## config.mk

```make
export PLATFORM = sky130hd
export DESIGN_NAME = uart_rx_to_axis_flat
export DESIGN_NICKNAME = d
export VERILOG_FILES = /design/src/rtl/uart_rx_to_axis_if.sv /design/src/rtl/uart_rx_to_axis.sv /design/src/flat_wrapper.sv
export SDC_FILE = /design/constraint.sdc
export NUM_CORES = 1
export LEC_CHECK = 0
export ABC_AREA = 1
export BUFFER_PORTS_ARGS = -buffer_cell sky130_fd_sc_hd__buf_2
export CAP_MARGIN = 40
export CORE_MARGIN = 4
export CORE_UTILIZATION = 45
export CTS_CLUSTER_DIAMETER = 150
export DETAILED_ROUTE_END_ITERATION = 7
export PLACE_DENSITY = 0.65
export SKIP_CTS_REPAIR_TIMING = 1
export SLEW_MARGIN = 15
export SYNTH_ARGS = -nofsm -noshare
export SYNTH_HDL_FRONTEND = slang
export SYNTH_SLANG_ARGS = --single-unit
export TNS_END_PERCENT = 30
```

## constraint.sdc

```tcl
create_clock -name aclk -period 3.2 [get_ports aclk]
set_input_delay 0.64 -clock aclk [delete_from_list [all_inputs] [get_ports aclk]]
set_output_delay 0.64 -clock aclk [all_outputs]
set_load 0.01 [all_outputs]
```

## src/rtl/uart_rx_to_axis_if.sv

```systemverilog
// AXI-Stream link carrying received UART words with per-word status on tuser.
interface uart_rx_to_axis_if;
  logic [7:0] tdata;
  logic [1:0] tuser;
  logic       tvalid;
  logic       tready;

  modport master (output tdata, output tuser, output tvalid, input tready);
  modport slave  (input tdata, input tuser, input tvalid, output tready);
endinterface

```

## src/rtl/uart_rx_to_axis.sv

```systemverilog
// UART receiver: oversampling-free centre sampling of each bit, one-word AXI-Stream
// output with parity/framing status on tuser and an overrun pulse on backpressure.
module uart_rx_to_axis #(
  parameter int CLK_FREQ      = 100,
  parameter int BIT_RATE      = 115200,
  parameter int BIT_PER_WORD  = 8,
  parameter int PARITY_BIT    = 0,
  parameter int STOP_BITS_NUM = 1
) (
  input  logic               aclk,
  input  logic               aresetn,
  input  logic               RX,
  uart_rx_to_axis_if.master  axis,
  output logic               overrun
);

  localparam int unsigned P = (CLK_FREQ * 1000000) / BIT_RATE;
  localparam int unsigned H = P / 2;
  localparam logic [17:0] C_P_LAST   = 18'(P - 1);
  localparam logic [17:0] C_H_LAST   = 18'(H - 1);
  localparam logic [3:0]  C_LAST_BIT = 4'(BIT_PER_WORD - 1);

  typedef enum logic [2:0] {
    S_IDLE,
    S_START,
    S_DATA,
    S_PARITY,
    S_STOP1,
    S_STOP2
  } state_t;

  state_t      r_state, w_state_nxt;
  logic [17:0] r_cnt, w_cnt_nxt;
  logic [3:0]  r_bit, w_bit_nxt;
  logic [7:0]  r_shift, w_shift_nxt;
  logic        r_perr, w_perr_nxt;
  logic        r_ferr, w_ferr_nxt;
  logic        w_done;
  logic        w_tick;
  logic        w_par_exp;

  logic        r_sync1, r_rx_s, r_rx_d;
  logic [1:0]  r_fill;
  logic        r_line_ok;

  logic [7:0]  r_tdata;
  logic [1:0]  r_tuser;
  logic        r_tvalid;
  logic        r_overrun;

  // r_line_ok blocks edge detection until a genuine high has passed through the
  // synchronizer, so a line held low across reset release cannot fake a start bit.
  always_ff @(posedge aclk) begin
    if (!aresetn) begin
      r_sync1   <= 1'b1;
      r_rx_s    <= 1'b1;
      r_rx_d    <= 1'b1;
      r_fill    <= '0;
      r_line_ok <= 1'b0;
    end else begin
      r_sync1 <= RX;
      r_rx_s  <= r_sync1;
      r_rx_d  <= r_rx_s;
      r_fill  <= {r_fill[0], 1'b1};
      if (r_fill[1] && r_rx_s)
        r_line_ok <= 1'b1;
    end
  end

  always_ff @(posedge aclk) begin
    if (!aresetn) begin
      r_state <= S_IDLE;
      r_cnt   <= '0;
      r_bit   <= '0;
      r_shift <= '0;
      r_perr  <= 1'b0;
      r_ferr  <= 1'b0;
    end else begin
      r_state <= w_state_nxt;
      r_cnt   <= w_cnt_nxt;
      r_bit   <= w_bit_nxt;
      r_shift <= w_shift_nxt;
      r_perr  <= w_perr_nxt;
      r_ferr  <= w_ferr_nxt;
    end
  end

  always_comb begin
    w_state_nxt = r_state;
    w_cnt_nxt   = r_cnt;
    w_bit_nxt   = r_bit;
    w_shift_nxt = r_shift;
    w_perr_nxt  = r_perr;
    w_ferr_nxt  = r_ferr;
    w_done      = 1'b0;
    w_tick      = (r_cnt == C_P_LAST);
    w_par_exp   = (PARITY_BIT == 1) ? ~^r_shift : ^r_shift;

    case (r_state)
      S_IDLE: begin
        w_cnt_nxt = '0;
        w_bit_nxt = '0;
        if (r_line_ok && r_rx_d && !r_rx_s)
          w_state_nxt = S_START;
      end
      S_START: begin
        if (r_cnt == C_H_LAST) begin
          w_cnt_nxt = '0;
          if (!r_rx_s) begin
            w_state_nxt = S_DATA;
            w_shift_nxt = '0;
            w_bit_nxt   = '0;
            w_perr_nxt  = 1'b0;
            w_ferr_nxt  = 1'b0;
          end else begin
            w_state_nxt = S_IDLE;
          end
        end else begin
          w_cnt_nxt = r_cnt + 18'd1;
        end
      end
      S_DATA: begin
        if (w_tick) begin
          w_cnt_nxt                = '0;
          w_shift_nxt[r_bit[2:0]]  = r_rx_s;
          w_bit_nxt                = r_bit + 4'd1;
          if (r_bit == C_LAST_BIT)
            w_state_nxt = (PARITY_BIT != 0) ? S_PARITY : S_STOP1;
        end else begin
          w_cnt_nxt = r_cnt + 18'd1;
        end
      end
      S_PARITY: begin
        if (w_tick) begin
          w_cnt_nxt = '0;
          if (r_rx_s != w_par_exp)
            w_perr_nxt = 1'b1;
          w_state_nxt = S_STOP1;
        end else begin
          w_cnt_nxt = r_cnt + 18'd1;
        end
      end
      S_STOP1: begin
        if (w_tick) begin
          w_cnt_nxt = '0;
          if (!r_rx_s)
            w_ferr_nxt = 1'b1;
          if (STOP_BITS_NUM == 2) begin
            w_state_nxt = S_STOP2;
          end else begin
            w_done      = 1'b1;
            w_state_nxt = S_IDLE;
          end
        end else begin
          w_cnt_nxt = r_cnt + 18'd1;
        end
      end
      S_STOP2: begin
        if (w_tick) begin
          w_cnt_nxt = '0;
          if (!r_rx_s)
            w_ferr_nxt = 1'b1;
          w_done      = 1'b1;
          w_state_nxt = S_IDLE;
        end else begin
          w_cnt_nxt = r_cnt + 18'd1;
        end
      end
      default: begin
        w_state_nxt = S_IDLE;
        w_cnt_nxt   = '0;
      end
    endcase
  end

  // A completed word is accepted only if the holding register frees this cycle.
  always_ff @(posedge aclk) begin
    if (!aresetn) begin
      r_tdata   <= '0;
      r_tuser   <= '0;
      r_tvalid  <= 1'b0;
      r_overrun <= 1'b0;
    end else begin
      r_overrun <= 1'b0;
      if (w_done) begin
        if (!r_tvalid || axis.tready) begin
          r_tdata  <= w_shift_nxt;
          r_tuser  <= {w_ferr_nxt, w_perr_nxt};
          r_tvalid <= 1'b1;
        end else begin
          r_overrun <= 1'b1;
        end
      end else if (r_tvalid && axis.tready) begin
        r_tvalid <= 1'b0;
      end
    end
  end

  assign axis.tdata  = r_tdata;
  assign axis.tuser  = r_tuser;
  assign axis.tvalid = r_tvalid;
  assign overrun     = r_overrun;

endmodule

```

## src/flat_wrapper.sv

```systemverilog
// flat-port wrapper written by rule: the top's interface ports become plain ports
module uart_rx_to_axis_flat 
#(
  parameter int CLK_FREQ      = 100,
  parameter int BIT_RATE      = 115200,
  parameter int BIT_PER_WORD  = 8,
  parameter int PARITY_BIT    = 0,
  parameter int STOP_BITS_NUM = 1
)
  (aclk, aresetn, RX, overrun, axis_tdata, axis_tuser, axis_tvalid, axis_tready);
  uart_rx_to_axis_if axis_i ();
  input  logic aclk;
  input  logic aresetn;
  input  logic RX;
  output logic overrun;
  output wire logic [$bits(axis_i.tdata)-1:0] axis_tdata;
  output wire logic [$bits(axis_i.tuser)-1:0] axis_tuser;
  output wire logic [$bits(axis_i.tvalid)-1:0] axis_tvalid;
  input wire logic [$bits(axis_i.tready)-1:0] axis_tready;
  assign axis_tdata = axis_i.tdata;
  assign axis_tuser = axis_i.tuser;
  assign axis_tvalid = axis_i.tvalid;
  assign axis_i.tready = axis_tready;
  uart_rx_to_axis #(.CLK_FREQ(CLK_FREQ), .BIT_RATE(BIT_RATE), .BIT_PER_WORD(BIT_PER_WORD), .PARITY_BIT(PARITY_BIT), .STOP_BITS_NUM(STOP_BITS_NUM)) u_core (.aclk(aclk), .aresetn(aresetn), .RX(RX), .axis(axis_i), .overrun(overrun));
endmodule
```

## After elaboration in Yosys (flattened, before gate mapping)

Cells that the tools add are included.

| word-level totals | value |
|---|---|
| register bits after elaboration | 53 |
| output and inout bits | 12 |
| word-level logic and storage cells | 95 |

| cells by class | value |
|---|---|
| add/sub/neg operators | 2 |
| order comparisons | 2 |
| equality and inequality tests | 17 |
| mux-type cells | 39 |
| reduce and logical (&&, ||, !) cells | 19 |

Operator list:

| operator | count |
|---|---|
| two-way mux 18 bit | 2 |
| one-hot mux 18 bit (2 select lines) | 1 |
| two-way mux 8 bit | 3 |
| adder 18 x 1 -> 18 bit, second input constant | 1 |
| == test 18 x 10 -> 1 bit, second input constant | 1 |
| == test 18 x 9 -> 1 bit, second input constant | 1 |
| two-way mux 3 bit | 6 |
| two-way mux 1 bit | 16 |
| one-hot mux 8 bit (2 select lines) | 1 |
| one-hot mux 3 bit (5 select lines) | 1 |
| two-way mux 4 bit | 3 |
| inequality test 2 x 1 -> 1 bit, second input constant | 6 |
| one-hot mux 4 bit (3 select lines) | 1 |
| bitwise mux 8 bit | 1 |
| XOR reduction 8 bit | 1 |
| == test 3 x 2 -> 1 bit, second input constant | 2 |
| == test 3 bit, second input constant | 2 |
| AND reduction 2 bit | 3 |
| AND reduction 6 bit | 1 |
| logical AND 1 bit | 5 |
| adder 4 x 1 -> 4 bit, second input constant | 1 |
| == test 4 x 3 -> 1 bit, second input constant | 1 |
| < comparator 3 x 4 -> 1 bit, second input constant | 1 |
| inequality test 2 bit, second input constant | 2 |
| other kinds (14) | 16 |

## Logic depth before layout (Yosys ltp)

Gate-level depths: netlist of run 1.

| depth | value |
|---|---|
| depth in word-level cells | 7 |
| gate-level depth with buffers | 14 |
| gate-level depth less buffers | 14 |

## Worst setup path after synthesis of run 1

Ideal clock, no wire load.

| timing path | value |
|---|---|
| kind | register to register |
| start point | register u_core.r_cnt[0] |
| end point | register u_core.r_cnt[16] |
| data arrival time | 1.493 ns |
| required time | 3.073 ns |
| setup slack | 1.580 ns |
| stages on the path, launching flop included | 11 |
| clock period less this slack | 1.620 ns |
| cells stage by stage | dfxtp_1 ha_1 nand2_1 nor3_2 nand2_1 nor2_1 nand2_1 nor2_2 inv_1 nor3_1 nor3_1 |

| on the way | value |
|---|---|
| word-level cells in the longest chain between the ends | 3 |

RTL lines:

| what | RTL line | text |
|---|---|---|
| start, declared | uart_rx_to_axis.sv:33 | `logic [17:0] r_cnt, w_cnt_nxt;` |
| start signal, assigned | uart_rx_to_axis.sv:80 | `r_cnt <= w_cnt_nxt;` |
| adder 18 x 1 -> 18 bit, or another cell as far along | - |  |
| two-way mux 18 bit, on equally long branches | - |  |
| one-hot mux 18 bit (2 select lines) * | uart_rx_to_axis.sv:99 | `case (r_state)` |

Every way passes the cells marked *; elsewhere a longest branch is shown, timed or not.
A chain may end at the register's enable or synchronous reset.

## Worst setup path in the final report of run 1

| timing path | value |
|---|---|
| start point | register u_core.r_cnt[0] |
| end point | register u_core.r_tdata[4] (netlist: u_core.axis.tdata[4]) |

| on the way | value |
|---|---|
| word-level cells in the longest chain between the ends | 4 |

RTL lines:

| what | RTL line | text |
|---|---|---|
| == test 18 x 10 -> 1 bit | uart_rx_to_axis.sv:96 | `w_tick = (r_cnt == C_P_LAST);` |
| two-way mux 1 bit | uart_rx_to_axis.sv:144 | `if (w_tick) begin` |
| two-way mux 1 bit | - |  |
| AND reduction 2 bit (no line) | - |  |
| end signal, assigned | uart_rx_to_axis.sv:187 | `r_tdata <= w_shift_nxt;` |
| end, declared | uart_rx_to_axis.sv:46 | `logic [7:0] r_tdata;` |

Parallel ways exist; a longest one is shown, timed or not.

==> run_results.csv, run 1 <==
group,metric,value,unit
outcome,outcome,"complete, no violations",
worst_setup_path,cp_slowest_cell,"nor2_2",
cells_and_area,antenna_cells,0,
sta,slew_violations,0,
cells_and_area,seq_area,1060,sq um
sta,fmax,450,MHz
clock_network,h-tree-depth,2,
global_routing,antenna_found_initial,0,
floorplan,die_w,88.0,microns
sta,tightest_slew,0.776,ns
cells_and_area,fillCellCount,624,
cells_and_area,layout_common_cells,"nand2_1, nor2_1, inv_1",
pwr,power.leakage,1.32,nW
floorplan,die_height,88.0,microns
detailed_routing,routed_wl,6020,microns
worst_setup_path,path_cells,"ha_1 > nand3_1 > nor2_2 > nand2_4 > inv_2 > nand2_2 > nor2_2 > nand3_1 > nand2_1 > inv_1",
floorplan,start_util,47.5,%
placement,dpl-instance-area,3000,sq um
detailed_routing,drt_pass1_iterations,4,
detailed_routing,routedWlPerCell,11.3,microns
worst_setup_path,crit_family,"simple AND/OR/NAND/NOR gates",
job,max_cap_violations,0,
synth,yosysUniqueCellTypes,34,
clock_network,cts-root-buf,"clkbuf_8",
worst_setup_path,critPathMaxStageDelay,0.60,ns
sta,finalSetupTns,0,ns
min_path,hp-class,"flip-flop to flip-flop",
clock_network,clkSinkCount,53,
worst_setup_path,reg2reg_depth,10,
placement,dp_hpwl,4660,microns
clock_network,cts_tree,"done",
synth,yosysWarnings,0,
detailed_routing,vias,2611,
synth,synth_seq_area_share,36.9,%
clock_network,insertion_delay,0.30,ns
pwr,ir_drop,0.386,mV
pwr,finalPower,1.52,mW
cells_and_area,final_common_cell,"nand2_1",
sta,period_needed,2.22,ns
detailed_routing,ant_nets,0,
synth,synth.cell_area,2880,sq um
global_routing,grt_pass1_vias,2382,
cells_and_area,final_area,3090,sq um
placement,place.gp.congestion,0.847,
cells_and_area,multi_input_area,1530,sq um
worst_setup_path,cp_num_buf_inv,2,
sta,finalHoldViolCount,0,
global_routing,grt_overflow,0,
synth,syn-num-nets,448,
floorplan,dieArea,7740,sq um
synth,syn_area_per_cell,6.53,sq um
global_routing,grt_pass1_wl,10600,microns
detailed_routing,dr.first_iter.drc_count,131,
placement,dpl.cell_count,523,
clock_network,cts_made_buffers,5,
sta,fin_skew,0.00600,ns
worst_setup_path,endpoint_kind,"flip-flop",
cells_and_area,fin_nets,462,
cells_and_area,fin_util,51.0,%
detailed_routing,detail_route.drc_violations,0,
worst_setup_path,worstSetupPathType,"flip-flop to flip-flop",
clock_network,clock_path_buffers,2,
worst_setup_path,cp_data_arrival_time,2.43,ns
cells_and_area,syn2layout_area_growth,7.39,%
worst_setup_path,critPathRequiredTime,3.41,ns
sta,max_slew_margin,48.2,%
sta,fin_crit_sh,69.4,%
pwr,power.density,491,nW/um^2
synth,synth_seq_cells,53,
floorplan,core-area,6060,sq um
synth,synth_edf_count,0,
floorplan,num_rows,28,
sta,rsz0062_at_grt,"false",
synth,synthArstFlopShare,0,%
floorplan,io_pins,16,
global_routing,grtUsageTotal,17.2,%
synth,syn_inst,441,
min_path,whs_path_depth,1,
worst_setup_path,start_kind,"flip-flop",
cells_and_area,drive_above_1_share,11.6,%
detailed_routing,vias_per_cell,4.92,
cells_and_area,final_cells,531,
worst_setup_path,crit_fanout,20,
clock_network,cts.clk_slew.worst_paths,0.09,ns
placement,numPortBuffers,15,
sta,setup_violations,0,
global_routing,grt_start_max_net_pins,21,
synth,synth_ff_type,"dfxtp_1",
worst_setup_path,cp_num_cells,10,
## worst reg2reg max path: stages (launching register included)
cell and delay [ns]:
dfxtp_1 0.41, ha_1 0.25, nand3_1 0.11, nor2_2 0.16, nand2_4 0.11, inv_2 0.09, nand2_2 0.06, nor2_2 0.60
nand3_1 0.20, nand2_1 0.10, inv_1 0.04
## where the power goes
| group | total [mW] | switching (mW) | internal (mW) |
|---|---|---|---|
| logic | 0.422 | 0.300 | 0.122 |
| registers | 0.728 | 0.0375 | 0.691 |
| clock network | 0.366 | 0.214 | 0.151 |
| total | 1.52 | 0.552 | 0.964 |
## per-stage QoR
step	hold WS [ns]	setup slack (ns)
final	0.422	0.979
after detailed placement	0.400	1.01
after global placement	0.396	1.04
after global routing	0.443	0.737
after floorplan	0.390	1.58
after CTS	0.426	0.958
## cell usage after synthesis (2+ instances only)
master    number  area, sq um
a21oi_1       17         85.1
a31oi_1        2         12.5
clkbuf_1       4         15.0
dfxtp_1       53         1060
ha_1           3         37.5
inv_1         59          221
inv_2          4         15.0
nand2_1      113          424
nand2_2        4         25.0
nand3_1       45          225
nand4_1        9         56.3
nor2_1        62          233
nor2_2        13         81.3
nor3_1         8         40.0
nor3_2         3         30.0
nor3b_1        2         15.0
nor4_1         2         12.5
o21a_1         9         67.6
o21ai_0        6         30.0
o21ai_1        2         10.0
or2_2          2         12.5
xnor2_1        2         17.5
xor2_1         6         52.6
## path summary, 6_finish.rpt
path / from / end / slack [ns]
worst max-delay path: u_core.r_cnt[0] / u_core.axis.tdata[4] / 0.98
worst min register to register: u_core.r_sync1 / u_core.r_rx_s / 0.42
worst max register to register: u_core.r_cnt[0] / u_core.axis.tdata[4] / 0.98
worst min-delay path: u_core.r_sync1 / u_core.r_rx_s / 0.42
## registers in the layout (all words and copies together), names as in the netlist
name                count
u_core.r_sync1          1
u_core.r_cnt           18
u_core.r_ferr           1
u_core.r_rx_d           1
u_core.r_shift          8
u_core.r_fill           2
u_core.axis.tdata       8
u_core.r_line_ok        1
u_core.axis.tvalid      1
u_core.r_state          3
u_core.overrun          1
u_core.r_rx_s           1
u_core.axis.tuser       2
u_core.r_perr           1
u_core.r_bit            4
## cell type report
cell class                      count  area share [%]
Clock buffer                        5            2.23
Clock inverter                      3           0.567
Inverter                           64            7.77
Multi-Input combinational cell    316            49.6
Sequential cell                    53            34.3
Tap cell                           75            3.04
Timing Repair Buffer               15            2.43
## metal layers
layer | track usage, % | part of all wire, % | up-vias
met5 | 0 | 0 | -
met4 | 5.02 | 1.1 | 0
met3 | 2.92 | 3.1 | 5
met2 | 27.3 | 45 | 26
met1 | 23.8 | 51 | 1164
li1 | - | - | 1416
## cells by family (layout without fill, tap and decap cells)
kind of cell / Yosys count / count (layout) / share of synthesized area (%)
xor gates and xnor gates: 8 / 8 / 2.43
and+or+nand+nor: 266 / 266 / 41.2
buffers and inverters: 72 / 87 / 9.83
adders and majority gates: 3 / 3 / 1.30
AOI/OAI and AO/OA: 39 / 39 / 8.39
DFF: 53 / 53 / 36.9
Power figures use the tool's default switching activity.
==> inputs of run 2 (changes only) <==
--- a/config.mk
+++ b/config.mk
@@ -12,7 +12,7 @@
 export CORE_UTILIZATION = 45
 export CTS_CLUSTER_DIAMETER = 150
 export DETAILED_ROUTE_END_ITERATION = 7
-export PLACE_DENSITY = 0.65
+export PLACE_DENSITY = 0.67
 export SKIP_CTS_REPAIR_TIMING = 1
 export SLEW_MARGIN = 15
 export SYNTH_ARGS = -nofsm -noshare
==> constraint.sdc (replaced) <==
create_clock -name aclk -period 2 [get_ports aclk]
set_input_delay 0.4 -clock aclk [delete_from_list [all_inputs] [get_ports aclk]]
set_output_delay 0.4 -clock aclk [all_outputs]
set_load 0.01 [all_outputs]
==> run 2 against run 1 <==
  * Global-route usage is 0.39 points higher
  * Critical path type unchanged
  * Critical endpoint is now u_core.r_bit[0]
  * Total power up 67%
  * Flip-flop and latch count unchanged
  * Critical path depth did not move
  * Sequential share of layout area is 0.97 points lower
==> run_results.csv, run 2 (synthesis gave the netlist of run 1 again) <==
group,metric,value,unit
cells_and_area,top_register,"u_core.r_cnt",
worst_setup_path,path_cells,"ha_2 > nand3_1 > nor2_2 > nand2_4 > nand2_2 > nand2_2 > inv_2 > nand2_2 > o21ai_1 > nor2_1",
detailed_routing,maxUsedRoutingLayer,"met4",
global_routing,grt_start_max_net_pins,21,
sta,finalSetupTns,0,ns
worst_setup_path,start_kind,"flip-flop",
cells_and_area,antenna_cells,0,
clock_network,clkSinkCount,53,
cells_and_area,largest_reg_flops,18,
detailed_routing,drt_pass1_iterations,4,
detailed_routing,routedWlPerCell,11.3,microns
floorplan,start_util,47.5,%
worst_setup_path,worstSetupPathType,"flip-flop to flip-flop",
detailed_routing,dr_wl_met2,2820,microns
pwr,switching_share,36.2,%
sta,tightest_slew,0.350,ns
worst_setup_path,endpoint_kind,"flip-flop",
worst_setup_path,cp_common_cell,"nand2_2",
sta,fin_crit_sh,88.2,%
job,max_cap_violations,0,
sta,max_slew_margin,76.5,%
detailed_routing,vias_per_cell,5.02,
clock_network,cts.clk_slew.worst_paths,0.10,ns
cells_and_area,syn2layout_area_growth,10.7,%
global_routing,grt_pass1_wl,11100,microns
worst_setup_path,crit_fanout,7,
sta,period_needed,1.76,ns
detailed_routing,routed_wl,6100,microns
placement,pre_cts_slack,0.207,ns
clock_network,cts_tree,"done",
pwr,seqPwrFrac,46.1,%
clock_network,cts-root-buf,"clkbuf_8",
detailed_routing,dr.first_iter.drc_count,155,
cells_and_area,fin_util,52.5,%
cells_and_area,drive_above_1_share,13.6,%
worst_setup_path,cp_slowest_cell,"dfxtp_1",
cells_and_area,fillCellCount,617,
sta,setup_violations,0,
detailed_routing,ant_nets,0,
sta,fin_ws,0.236,ns
detailed_routing,vias,2703,
floorplan,die_height,88.0,microns
worst_setup_path,critPathMaxStageDelay,0.39,ns
pwr,power.leakage,1.37,nW
global_routing,grt_overflow,0,
floorplan,io_pins,16,
global_routing,grtUsageTotal,17.6,%
sta,slew_violations,0,
cells_and_area,multi_input_area,1540,sq um
floorplan,core-area,6060,sq um
worst_setup_path,critPathRequiredTime,2.20,ns
global_routing,grt_pass1_vias,2556,
pwr,power.density,796,nW/um^2
pwr,finalPower,2.54,mW
pwr,internal_power,1.62,mW
global_routing,antenna_found_initial,0,
sta,whs,0.268,ns
sta,finalHoldViolCount,0,
pwr,ir_drop,0.697,mV
placement,place.gp.congestion,0.850,
floorplan,num_rows,28,
detailed_routing,detail_route.drc_violations,0,
clock_network,h-tree-depth,2,
clock_network,clock_path_buffers,2,
sta,fin_skew,0.0123,ns
pwr,p_clk_share,25.2,%
cells_and_area,layout_common_cells,"nand2_1, nor2_1, inv_1",
detailed_routing,met3_wirelength,199,microns
sta,fmax,567,MHz
pwr,share_comb_of_total_power,28.8,%
min_path,hp-class,"input port to flip-flop",
worst_setup_path,cp_data_arrival_time,1.96,ns
detailed_routing,wl_met1,3040,microns
clock_network,cts_made_buffers,5,
outcome,outcome,"complete, no violations",
pwr,netSwitchingPower,0.918,mW
floorplan,dieArea,7740,sq um
floorplan,die_w,88.0,microns
clock_network,insertion_delay,0.31,ns
cells_and_area,final_common_cell,"nand2_1",
placement,dp_hpwl,4730,microns
cells_and_area,fin_nets,469,
cells_and_area,seq_area,1060,sq um
placement,numPortBuffers,15,
## run 2: cell types whose count changed in the layout (fill, tap and decap cells not counted)
cell / delta
buf_4: +5
buf_12: +2
clkbuf_8: +1
clkinv_2: -1
clkinv_4: +1
clkinvlp_4: -1
dfxtp_1: -1
dfxtp_2: +1
ha_1: -1
ha_2: +1
nor2_1: -1
nor2_2: +1
## run 2: cell type report
class | instances | share of cell area [%]
tap | 75 | 2.95
multi-input combinational | 316 | 48.3
inverter | 64 | 7.54
clock buffer | 6 | 2.59
sequential | 53 | 33.4
clock inverter | 2 | 0.432
timing repair buffer | 22 | 4.79
## run 2: metal layers
metal,global-route usage (%),vias up
li1,-,1437
met1,23.4,1222
met2,29.0,40
met3,3.39,4
met4,4.88,0
met5,0,-
## run 2: path summary, 6_finish.rpt
path,from,cells after the start,to,slack (ns)
hold / removal,RX,2,u_core.r_sync1,0.27
setup reg to reg,u_core.r_cnt[1],10,u_core.r_bit[0],0.24
setup / recovery,u_core.r_cnt[1],10,u_core.r_bit[0],0.24
hold reg to reg,u_core.r_sync1,1,u_core.r_rx_s,0.42
## run 2: critical path, delay by kind of cell, from the launching register on
family,cells,cell delay [ns]
buffers and inverters,1,0.09
and+or+nand+nor,7,0.72
AOI/OAI and AO/OA,1,0.23
adders and majority gates,1,0.23
DFF,1,0.39
## run 2: power groups by stage
| stage | registers [mW] | logic [mW] | clock network [mW] |
|---|---|---|---|
| detailed placement | 1.19 | 0.725 | 0 |
| global placement | 1.19 | 0.714 | 0 |
| global route | 1.18 | 0.845 | 0.712 |
| floorplan | 1.18 | 0.575 | 0 |
| CTS | 1.17 | 0.725 | 0.652 |
| finish | 1.17 | 0.729 | 0.638 |
## run 2: metrics by stage
stage                     cells  instance area [sq um]
after floorplan             441                   2880
after global placement      530                   3080
after detailed placement    530                   3080
after CTS                   538                   3180
after global routing        538                   3180
final                       538                   3180
==> inputs of run 3 (changes only) <==
--- a/config.mk
+++ b/config.mk
@@ -13,6 +13,7 @@
 export CTS_CLUSTER_DIAMETER = 150
 export DETAILED_ROUTE_END_ITERATION = 7
 export PLACE_DENSITY = 0.67
+export RECOVER_POWER = 25
 export SKIP_CTS_REPAIR_TIMING = 1
 export SLEW_MARGIN = 15
 export SYNTH_ARGS = -nofsm -noshare
==> run 3 against run 2 <==
  * Clock power about the same
  * Fmax up 0.20%
  * Final area decreased by 0.63%
  * Critical path type unchanged
==> run_results.csv, run 3 (synthesis gave the netlist of run 1 again) <==
group,metric,value,unit
global_routing,grt_pass1_vias,2556,
floorplan,die_w,88.0,microns
detailed_routing,vias_per_cell,5.03,
worst_setup_path,critPathRequiredTime,2.19,ns
cells_and_area,final_common_cell,"nand2_1",
sta,setup_violations,0,
pwr,switching_share,36.1,%
clock_network,cts-root-buf,"clkbuf_8",
placement,place.gp.congestion,0.850,
cells_and_area,fin_nets,469,
sta,tightest_slew,0.748,ns
cells_and_area,layout_common_cells,"nand2_1, nor2_1, inv_1",
clock_network,cts.clk_slew.worst_paths,0.10,ns
pwr,power.leakage,1.32,nW
floorplan,num_rows,28,
global_routing,grtUsageTotal,17.6,%
floorplan,dieArea,7740,sq um
cells_and_area,top_register,"u_core.r_cnt",
cells_and_area,seq_area,1060,sq um
cells_and_area,multi_input_area,1540,sq um
placement,dpl.cell_count,530,
clock_network,insertion_delay,0.31,ns
worst_setup_path,worstSetupPathType,"flip-flop to flip-flop",
detailed_routing,drt_pass1_iterations,4,
sta,finalSetupTns,0,ns
clock_network,clkSinkCount,53,
pwr,ir_drop,0.696,mV
sta,max_slew_margin,50.1,%
detailed_routing,dr.first_iter.drc_count,149,
pwr,power.density,799,nW/um^2
detailed_routing,vias,2704,
worst_setup_path,endpoint_kind,"flip-flop",
global_routing,grt_overflow,0,
clock_network,cts_tree,"done",
cells_and_area,final_cells,538,
cells_and_area,drive_above_1_share,11.0,%
pwr,internal_power,1.62,mW
global_routing,grt_pass1_wl,11100,microns
pwr,p_clk_share,25.2,%
floorplan,start_util,47.5,%
detailed_routing,detail_route.drc_violations,0,
placement,numPortBuffers,15,
worst_setup_path,start_kind,"flip-flop",
cells_and_area,antenna_cells,0,
worst_setup_path,crit_fanout,7,
clock_network,h-tree-depth,2,
sta,fmax,568,MHz
detailed_routing,routedWlPerCell,11.3,microns
detailed_routing,routed_wl,6080,microns
floorplan,die_height,88.0,microns
global_routing,antenna_found_initial,0,
detailed_routing,ant_nets,0,
sta,fin_crit_sh,88.0,%
clock_network,cts_made_buffers,5,
pwr,share_comb_of_total_power,28.7,%
sta,fin_skew,0.0120,ns
placement,dp_hpwl,4730,microns
global_routing,grt_start_max_net_pins,21,
outcome,outcome,"complete, no violations",
pwr,seqPwrFrac,46.2,%
clock_network,clock_path_buffers,2,
cells_and_area,syn2layout_area_growth,9.96,%
cells_and_area,largest_reg_flops,18,
sta,finalHoldViolCount,0,
min_path,hp-class,"input port to flip-flop",
floorplan,core-area,6060,sq um
cells_and_area,fillCellCount,618,
sta,period_needed,1.76,ns
worst_setup_path,cp_data_arrival_time,1.96,ns
sta,slew_violations,0,
floorplan,io_pins,16,
job,max_cap_violations,0,
pwr,netSwitchingPower,0.913,mW
[run 3: cell types whose count changed in the layout (fill, tap and decap cells not counted), sizes merged]
cell	previous run	this run
clkbuf	6	18
buf	22	10
[run 3: critical path, cell delays in order (launching register included)]
cell	delay, ns
dfxtp_1	0.39
ha_2	0.23
nand3_1	0.10
nor2_2	0.16
nand2_4	0.12
nand2_2	0.08
nand2_2	0.09
inv_2	0.09
nand2_2	0.08
o21ai_1	0.23
nor2_1	0.08
[run 3: final timing paths]
kind	slack [ns]	end	cells after the start	from
setup / recovery	0.24	u_core.r_bit[0]	10	u_core.r_cnt[1]
setup reg to reg	0.24	u_core.r_bit[0]	10	u_core.r_cnt[1]
hold / removal	0.27	u_core.r_sync1	2	RX
hold reg to reg	0.42	u_core.r_rx_s	1	u_core.r_sync1
[run 3: power by group through the flow]
stage                     clock (mW)  combinational (mW)  sequential [mW]
after floorplan                    0               0.575             1.18
after global placement             0               0.714             1.19
after detailed placement           0               0.725             1.19
after CTS                      0.652               0.725             1.17
after global routing           0.712               0.843             1.18
final                          0.636               0.725             1.17
[run 3: stage by stage]
| step | utilization, % | total power [mW] | instance area, sq um | hold slack, ns | worst slack, ns |
|---|---|---|---|---|---|
| global placement | 50.8 | 1.91 | 3080 | 0.393 | 0.265 |
| finish | 52.2 | 2.53 | 3160 | 0.271 | 0.240 |
| detailed placement | 50.8 | 1.92 | 3080 | 0.398 | 0.207 |
| CTS | 52.4 | 2.54 | 3180 | 0.261 | 0.187 |
| global route | 52.2 | 2.73 | 3160 | 0.254 | -0.00810 |
| floorplan | - | 1.75 | 2880 | 0.390 | 0.380 |
[run 3: layout make-up]
| class | count | area share [%] |
|---|---|---|
| clock inverters | 2 | 0.435 |
| repair buffers | 22 | 4.19 |
| multi-input cells | 316 | 48.6 |
| flip-flops and latches | 53 | 33.6 |
| inverters | 64 | 7.59 |
| well taps | 75 | 2.97 |
| clock buffers | 6 | 2.61 |
[run 3: layer usage]
layer	up-vias	track usage [%]	wire (microns)
met4	0	4.88	45
met1	1219	23.4	2990
met2	43	29.0	2820
met5	-	0	0
met3	4	3.39	218
li1	1438	-	-
